## config.mk

```make
export PLATFORM = sky130hd
export DESIGN_NAME = rb_write_ctrl
export DESIGN_NICKNAME = d
export VERILOG_FILES = /design/src/rtl/rb_pkg.sv /design/src/rtl/rb_occupancy.sv /design/src/rtl/rb_write_ctrl.sv
export SDC_FILE = /design/constraint.sdc
export NUM_CORES = 1
export LEC_CHECK = 0
export ABC_AREA = 1
export BUFFER_PORTS_ARGS = -buffer_cell sky130_fd_sc_hd__buf_2
export CORE_ASPECT_RATIO = 2
export CORE_UTILIZATION = 50
export DETAILED_ROUTE_END_ITERATION = 10
export HOLD_SLACK_MARGIN = 0.06
export MAX_ROUTING_LAYER = met4
export PLACE_DENSITY = 0.86
export SKIP_LAST_GASP = 1
export SLEW_MARGIN = 20
export SYNTH_ARGS = -nofsm -noshare
export SYNTH_HDL_FRONTEND = slang
export SYNTH_HIERARCHICAL = 1
export SYNTH_SLANG_ARGS = --single-unit
```

## constraint.sdc

```tcl
create_clock -name clk -period 2.4 [get_ports clk]
set_clock_uncertainty 0.15 [all_clocks]
set_input_delay 0.36 -clock clk [delete_from_list [all_inputs] [get_ports clk]]
set_output_delay 0.36 -clock clk [all_outputs]
set_load 0.005 [all_outputs]
```

## src/rtl/rb_pkg.sv

```systemverilog
// rtl/rb_pkg.sv - shared state type and width helpers for the row-buffer write controller
//
// Purpose: FSM state encoding and sizing functions used by rb_write_ctrl and
//          rb_occupancy. Widths are functions because they depend on the
//          instantiating module's parameters.
package rb_pkg;

   typedef enum logic [1:0] {
      FILL   = 2'd0,
      STREAM = 2'd1,
      DRAIN  = 2'd2,
      DONE   = 2'd3
   } rb_state_t;

   // $clog2 of 1 is 0; keep every vector at least one bit wide.
   function automatic int clog2_min1(input int value);
      int width;
      width = $clog2(value);
      return (width < 1) ? 1 : width;
   endfunction

   // COL_W: column / BRAM address width.
   function automatic int col_w(input int image_width);
      return clog2_min1(image_width);
   endfunction

   // OCC_W: occupancy width, must hold the value RB_COUNT itself.
   function automatic int occ_w(input int rb_count);
      return clog2_min1(rb_count + 1);
   endfunction

endpackage

```

## src/rtl/rb_occupancy.sv

```systemverilog
// rtl/rb_occupancy.sv - saturating up/down counter of resident rows
//
// Purpose: counts rows written but not yet released by the read side.
// Ports:
//   clk      in   clock
//   i_clr    in   synchronous clear (highest priority)
//   i_inc    in   a row finished writing
//   i_dec    in   the read side released the oldest row
//   o_count  out  current number of resident rows, 0..MAX_COUNT
module rb_occupancy
   import rb_pkg::*;
#(
   parameter int MAX_COUNT = 8,
   parameter int CNT_W     = 4
) (
   input  logic             clk,
   input  logic             i_clr,
   input  logic             i_inc,
   input  logic             i_dec,
   output logic [CNT_W-1:0] o_count
);

   localparam logic [CNT_W-1:0] MAX_VAL = CNT_W'(MAX_COUNT);

   logic [CNT_W-1:0] r_count;

   // Simultaneous inc and dec cancel out. Both ends saturate so a stray
   // release at zero cannot wrap the count.
   always_ff @(posedge clk) begin
      if (i_clr) begin
         r_count <= '0;
      end else if (i_inc && !i_dec) begin
         if (r_count != MAX_VAL) begin
            r_count <= r_count + CNT_W'(1);
         end
      end else if (i_dec && !i_inc) begin
         if (r_count != '0) begin
            r_count <= r_count - CNT_W'(1);
         end
      end
   end

   assign o_count = r_count;

endmodule

```

## src/rtl/rb_write_ctrl.sv

```systemverilog
// rtl/rb_write_ctrl.sv - write-side controller for the rotating row-buffer BRAM bank
//
// Purpose: accepts a raster pixel stream, writes each row into the next BRAM
//          of the bank in rotation, tracks unreleased rows and enables the
//          read-address generator once enough rows are resident.
// Ports:
//   clk            in   clock
//   rst            in   synchronous active-high reset
//   in_pixel       in   incoming pixel
//   in_valid       in   pixel valid
//   in_ready       out  controller can accept a pixel
//   rd_row_done    in   read side released the oldest resident row (pulse)
//   wr_en          out  one-hot BRAM write enable (registered)
//   wr_addr        out  BRAM column address (registered)
//   wr_data        out  BRAM write data (registered)
//   read_enable    out  enable for the read-address generator
//   rows_resident  out  rows written but not yet released
//   frame_done     out  one-cycle pulse at end of frame
module rb_write_ctrl
   import rb_pkg::*;
#(
   parameter  int RB_COUNT     = 8,
   parameter  int IMAGE_WIDTH  = 256,
   parameter  int IMAGE_HEIGHT = 256,
   parameter  int PIXEL_WIDTH  = 8,
   localparam int COL_W        = col_w(IMAGE_WIDTH),
   localparam int OCC_W        = occ_w(RB_COUNT)
) (
   input  logic                   clk,
   input  logic                   rst,
   input  logic [PIXEL_WIDTH-1:0] in_pixel,
   input  logic                   in_valid,
   output logic                   in_ready,
   input  logic                   rd_row_done,
   output logic [RB_COUNT-1:0]    wr_en,
   output logic [COL_W-1:0]       wr_addr,
   output logic [PIXEL_WIDTH-1:0] wr_data,
   output logic                   read_enable,
   output logic [OCC_W-1:0]       rows_resident,
   output logic                   frame_done
);

   localparam int SEL_W = clog2_min1(RB_COUNT);
   localparam int ROW_W = clog2_min1(IMAGE_HEIGHT);

   localparam logic [COL_W-1:0] LAST_COL   = COL_W'(IMAGE_WIDTH - 1);
   localparam logic [ROW_W-1:0] LAST_ROW   = ROW_W'(IMAGE_HEIGHT - 1);
   localparam logic [SEL_W-1:0] LAST_SEL   = SEL_W'(RB_COUNT - 1);
   localparam logic [OCC_W-1:0] FULL_OCC   = OCC_W'(RB_COUNT);
   localparam logic [OCC_W-1:0] STREAM_OCC = OCC_W'(RB_COUNT - 1);

   rb_state_t               r_state;
   logic [COL_W-1:0]        r_col;
   logic [ROW_W-1:0]        r_row;
   logic [SEL_W-1:0]        r_wr_sel;
   logic [RB_COUNT-1:0]     r_wr_en;
   logic [COL_W-1:0]        r_wr_addr;
   logic [PIXEL_WIDTH-1:0]  r_wr_data;
   logic                    r_read_enable;
   logic                    r_frame_done;

   logic [OCC_W-1:0]        w_occ;
   logic [RB_COUNT-1:0]     w_sel_onehot;
   logic                    w_in_ready;
   logic                    w_accept;
   logic                    w_row_wrap;
   logic                    w_last_row_wrap;

   // Ready depends only on registered state and occupancy: a full bank
   // stalls input so a row is never overwritten before release.
   assign w_in_ready      = ((r_state == FILL) || (r_state == STREAM)) && (w_occ < FULL_OCC);
   assign w_accept        = in_valid && w_in_ready;
   assign w_row_wrap      = w_accept && (r_col == LAST_COL);
   assign w_last_row_wrap = w_row_wrap && (r_row == LAST_ROW);
   assign w_sel_onehot    = RB_COUNT'(1) << r_wr_sel;

   rb_occupancy #(
      .MAX_COUNT (RB_COUNT),
      .CNT_W     (OCC_W)
   ) u_occupancy (
      .clk     (clk),
      .i_clr   (rst),
      .i_inc   (w_row_wrap),
      .i_dec   (rd_row_done),
      .o_count (w_occ)
   );

   // Write port and raster counters.
   always_ff @(posedge clk) begin
      if (rst) begin
         r_col     <= '0;
         r_row     <= '0;
         r_wr_sel  <= '0;
         r_wr_en   <= '0;
         r_wr_addr <= '0;
         r_wr_data <= '0;
      end else begin
         r_wr_en <= '0;
         if (w_accept) begin
            r_wr_en   <= w_sel_onehot;
            r_wr_addr <= r_col;
            r_wr_data <= in_pixel;
            if (r_col == LAST_COL) begin
               r_col    <= '0;
               r_wr_sel <= (r_wr_sel == LAST_SEL) ? '0 : r_wr_sel + SEL_W'(1);
               r_row    <= (r_row == LAST_ROW) ? '0 : r_row + ROW_W'(1);
            end else begin
               r_col <= r_col + COL_W'(1);
            end
         end else if (r_state == DONE) begin
            // Next frame always starts at BRAM 0, column 0.
            r_col    <= '0;
            r_row    <= '0;
            r_wr_sel <= '0;
         end
      end
   end

   // Frame FSM with registered read_enable / frame_done.
   always_ff @(posedge clk) begin
      if (rst) begin
         r_state       <= FILL;
         r_read_enable <= 1'b0;
         r_frame_done  <= 1'b0;
      end else begin
         r_frame_done <= 1'b0;
         case (r_state)
            FILL: begin
               // A frame only as tall as the bank can finish while filling
               // in degenerate one-column images; go straight to draining.
               if (w_last_row_wrap) begin
                  r_state       <= DRAIN;
                  r_read_enable <= 1'b1;
               end else if (w_occ >= STREAM_OCC) begin
                  r_state       <= STREAM;
                  r_read_enable <= 1'b1;
               end
            end
            STREAM: begin
               if (w_last_row_wrap) begin
                  r_state <= DRAIN;
               end
            end
            DRAIN: begin
               if (w_occ == '0) begin
                  r_state       <= DONE;
                  r_read_enable <= 1'b0;
                  r_frame_done  <= 1'b1;
               end
            end
            DONE: begin
               r_state <= FILL;
            end
            default: begin
               r_state       <= FILL;
               r_read_enable <= 1'b0;
            end
         endcase
      end
   end

   assign in_ready      = w_in_ready;
   assign wr_en         = r_wr_en;
   assign wr_addr       = r_wr_addr;
   assign wr_data       = r_wr_data;
   assign read_enable   = r_read_enable;
   assign rows_resident = w_occ;
   assign frame_done    = r_frame_done;

endmodule

```

==> results.tsv <==
stage	metric	value	unit
clock_tree	clk_path_buf_depth	2	
layout	multi_input_area	0.00132	mm²
clock_tree	cts_buffers	5	
pwr	p_sw_share	37.9	%
layout	regArea	0.00103	mm²
placed_design	portBuffers	42	
clock_tree	cts_root_buf	clkbuf_8	
grt	gr-usage-met3	3.10	%
floorplanning	core	0.00486	mm²
timing	rsz0062_at_grt	yes	
pwr	switchingPower	1010	µW
floorplanning	initial_core_util	52.4	%
floorplanning	die-area	0.00540	mm²
grt	overflow	0	
yosys	synth_area_leaders	dfxtp_1 40%, nand2_1 13%, ha_1 6.9%	
placed_design	gp_congestion	0.819	
flow_run	max_cap_violations	0	
grt	use_met2	42.9	%
grt	grt_pass1_vias	2244	
grt	grt_use_met1	18.7	%
pwr	power_leakage	0.00139	µW
setup_path	endpoint_kind	register	
yosys	ys_seq_area_share	40.1	%
yosys	yosys.area.top_type_share	40.1	%
timing	worstMarginPinSlew	0.500	ns
setup_path	crit_fanout	7	
grt	grt_antenna_before_repair	0	
yosys	yosysTopAreaCell	dfxtp_1	
setup_path	path_class	reg -> reg	
routing	wl	5290	µm
timing	min_period_over_period	95.1	%
timing	max_clock_freq	438	MHz
timing	drv_slew	0	
yosys	ys_types	34	
setup_path	ff2ff_setup_slack	0.12	ns
grt	grt_max_degree	27	
routing	dr.pass1.iters	4	
clock_tree	clock-sinks	51	
yosys	netlist_area	0.00255	mm²
hold_path	hold_path.class	in -> reg	
pwr	p_clk_share	22.7	%
routing	postRouteAntennaNets	0	
layout	final_nets	418	
clock_tree	cts_max_level	2	
timing	slew-limit-headroom	66.6	%
pwr	p_int	1650	µW
layout	layout_common_cells	90 x nand2_1, 49 x dfxtp_1, 42 x buf_2	
pwr	power_frac_comb	37.0	%
routing	drtIter0Drc	38	
yosys	ys_seq_elements	51	
pwr	peakVddDrop	0.000763	V
setup_path	start_kind	register	
clock_tree	cts_tree	done	
yosys	synthesis.nets	371	
setup_path	critPathArrivalTime	2.39	ns
layout	syn_to_final_growth	15.7	%
setup_path	worstPathRequired	2.50	ns
layout	fin_cells	450	
floorplanning	die_w	52.5	µm
pwr	powerDensity	900	mW/mm²
grt	grt_first_pass_wirelength	8780	µm
timing	holdWs	0.146	ns
routing	routedWlPerCell	11.7	µm
layout	antenna_cells	0	
clock_tree	clk_pin_slew_worst_paths	0.10	ns
timing	layout_min_cycle_time	2.28	ns
routing	drc	0	
floorplanning	num_rows	36	
run_status	outcome	finished, final reports clean	
pwr	seqPwrFrac	40.4	%
timing	hold_viol	0	
routing	num_vias	2296	
routing	via_per_inst	5.10	
yosys	avgSynthCellArea	7.39	µm²
layout	fillCellCount	458	
layout	drive_gt1_share	26.0	%
floorplanning	io_pins	43	
floorplanning	fp.dieH	103	µm
timing	setup_viol	0	
yosys	synthCells	345	
placed_design	dp_hpwl	3980	µm
grt	grt.total_usage	21.8	%
grt	grt.busiest_layer	met2	
clock_tree	clk_latency	0.31	ns
layout	final_common_cell	nand2_1	
yosys	yosysWarnings	6	
placed_design	placedCellCount	441	
## sequential cells by signal, indices dropped and copies added, names as in the netlist
register and flops:
frame_done 1, r_col 8, r_row 8, r_state 2, r_wr_sel 3, read_enable 1, u_occupancy/o_count 4, wr_addr 8
wr_data 8, wr_en 8
## power by group through the flow
stage	Combinational [µW]	Clock [µW]	Sequential, µW
finish	981	602	1070
global route	1110	634	1090
CTS	955	612	1060
detailed placement	950	0	1080
global placement	921	0	1070
floorplan	712	0	1070
## through the flow
step           setup TNS [ns]  worst slack (ns)  util, %  power, µW  instance area, µm²
5_1_grt               -0.0589           -0.0371     60.6       2830                2950
3_3_place_gp                0             0.164     57.6       1990                2800
2_1_floorplan               0            0.0946        -       1790                2550
3_5_place_dp                0            0.0577     57.6       2030                2800
6_report                    0             0.118     60.6       2660                2950
4_1_cts                     0            0.0457     60.0       2630                2920
## critical path, cell delays in order, from the launching register on
cell,delay [ns]
dfxtp_1,0.34
inv_1,0.12
ha_2,0.20
inv_2,0.05
nand2_2,0.06
nand3_2,0.12
nor2_8,0.15
buf_4,0.18
nand3_1,0.12
nand2_1,0.08
inv_1,0.05
ha_1,0.18
a21oi_1,0.14
xnor2_1,0.15
nor2_1,0.06
nor2_1,0.08
## cells by family (layout without fill, tap and decap cells)
logic type | Yosys count | count (layout) | synth area share (%)
flip-flops | 51 | 51 | 40.1
AO/OA/AOI/OAI | 53 | 53 | 11.8
AND/OR/NAND/NOR | 175 | 175 | 31.8
adder cells (fa/ha/maj) | 14 | 14 | 6.87
buffers and inverters | 50 | 98 | 8.84
XOR/XNOR | 2 | 2 | 0.687
## layout make-up
cell class	instances	area share (%)
multi-input cells	244	44.8
flip-flops and latches	51	34.8
repair buffers	49	8.91
inverters	41	5.22
well taps	57	2.42
clock buffers	5	2.33
clock inverters	3	1.48
## worst paths after layout
kind,end,cells past startpoint,startpoint
worst max-delay path,u_occupancy/o_count[2],15,r_state[1]
worst min-delay path,wr_data[4],3,in_pixel[4]
worst max register to register,u_occupancy/o_count[2],15,r_state[1]
worst min register to register,wr_data[6],2,wr_data[6]
## metal layers
layer	routed length [µm]	vias to the layer above
met1	2010	1061
met2	2970	51
met4	134	0
met3	169	12
met5	0	-
li1	-	1172
## synth_stat cells (all sizes together)
| master | number |
|---|---|
| nand3b | 2 |
| and3 | 1 |
| o22ai | 1 |
| o21bai | 2 |
| dfxtp | 51 |
| nor2 | 47 |
| a21oi | 35 |
| or2 | 2 |
| clkbuf | 4 |
| nand2 | 104 |
| xnor2 | 2 |
| ha | 14 |
| buf | 5 |
| nand3 | 17 |
| inv | 41 |
| a211oi | 1 |
| nor3 | 2 |
| o21ai | 14 |
## timing repair
action                                 in CTS  in global routing
endpoints found under the hold margin       0                  0
setup endpoints to repair                   0                  4
gates resized for setup                     0                  7
hold buffers                                0                  0
buffers inserted                            0                  1
No activity file was read; power rests on OpenSTA's default activity.
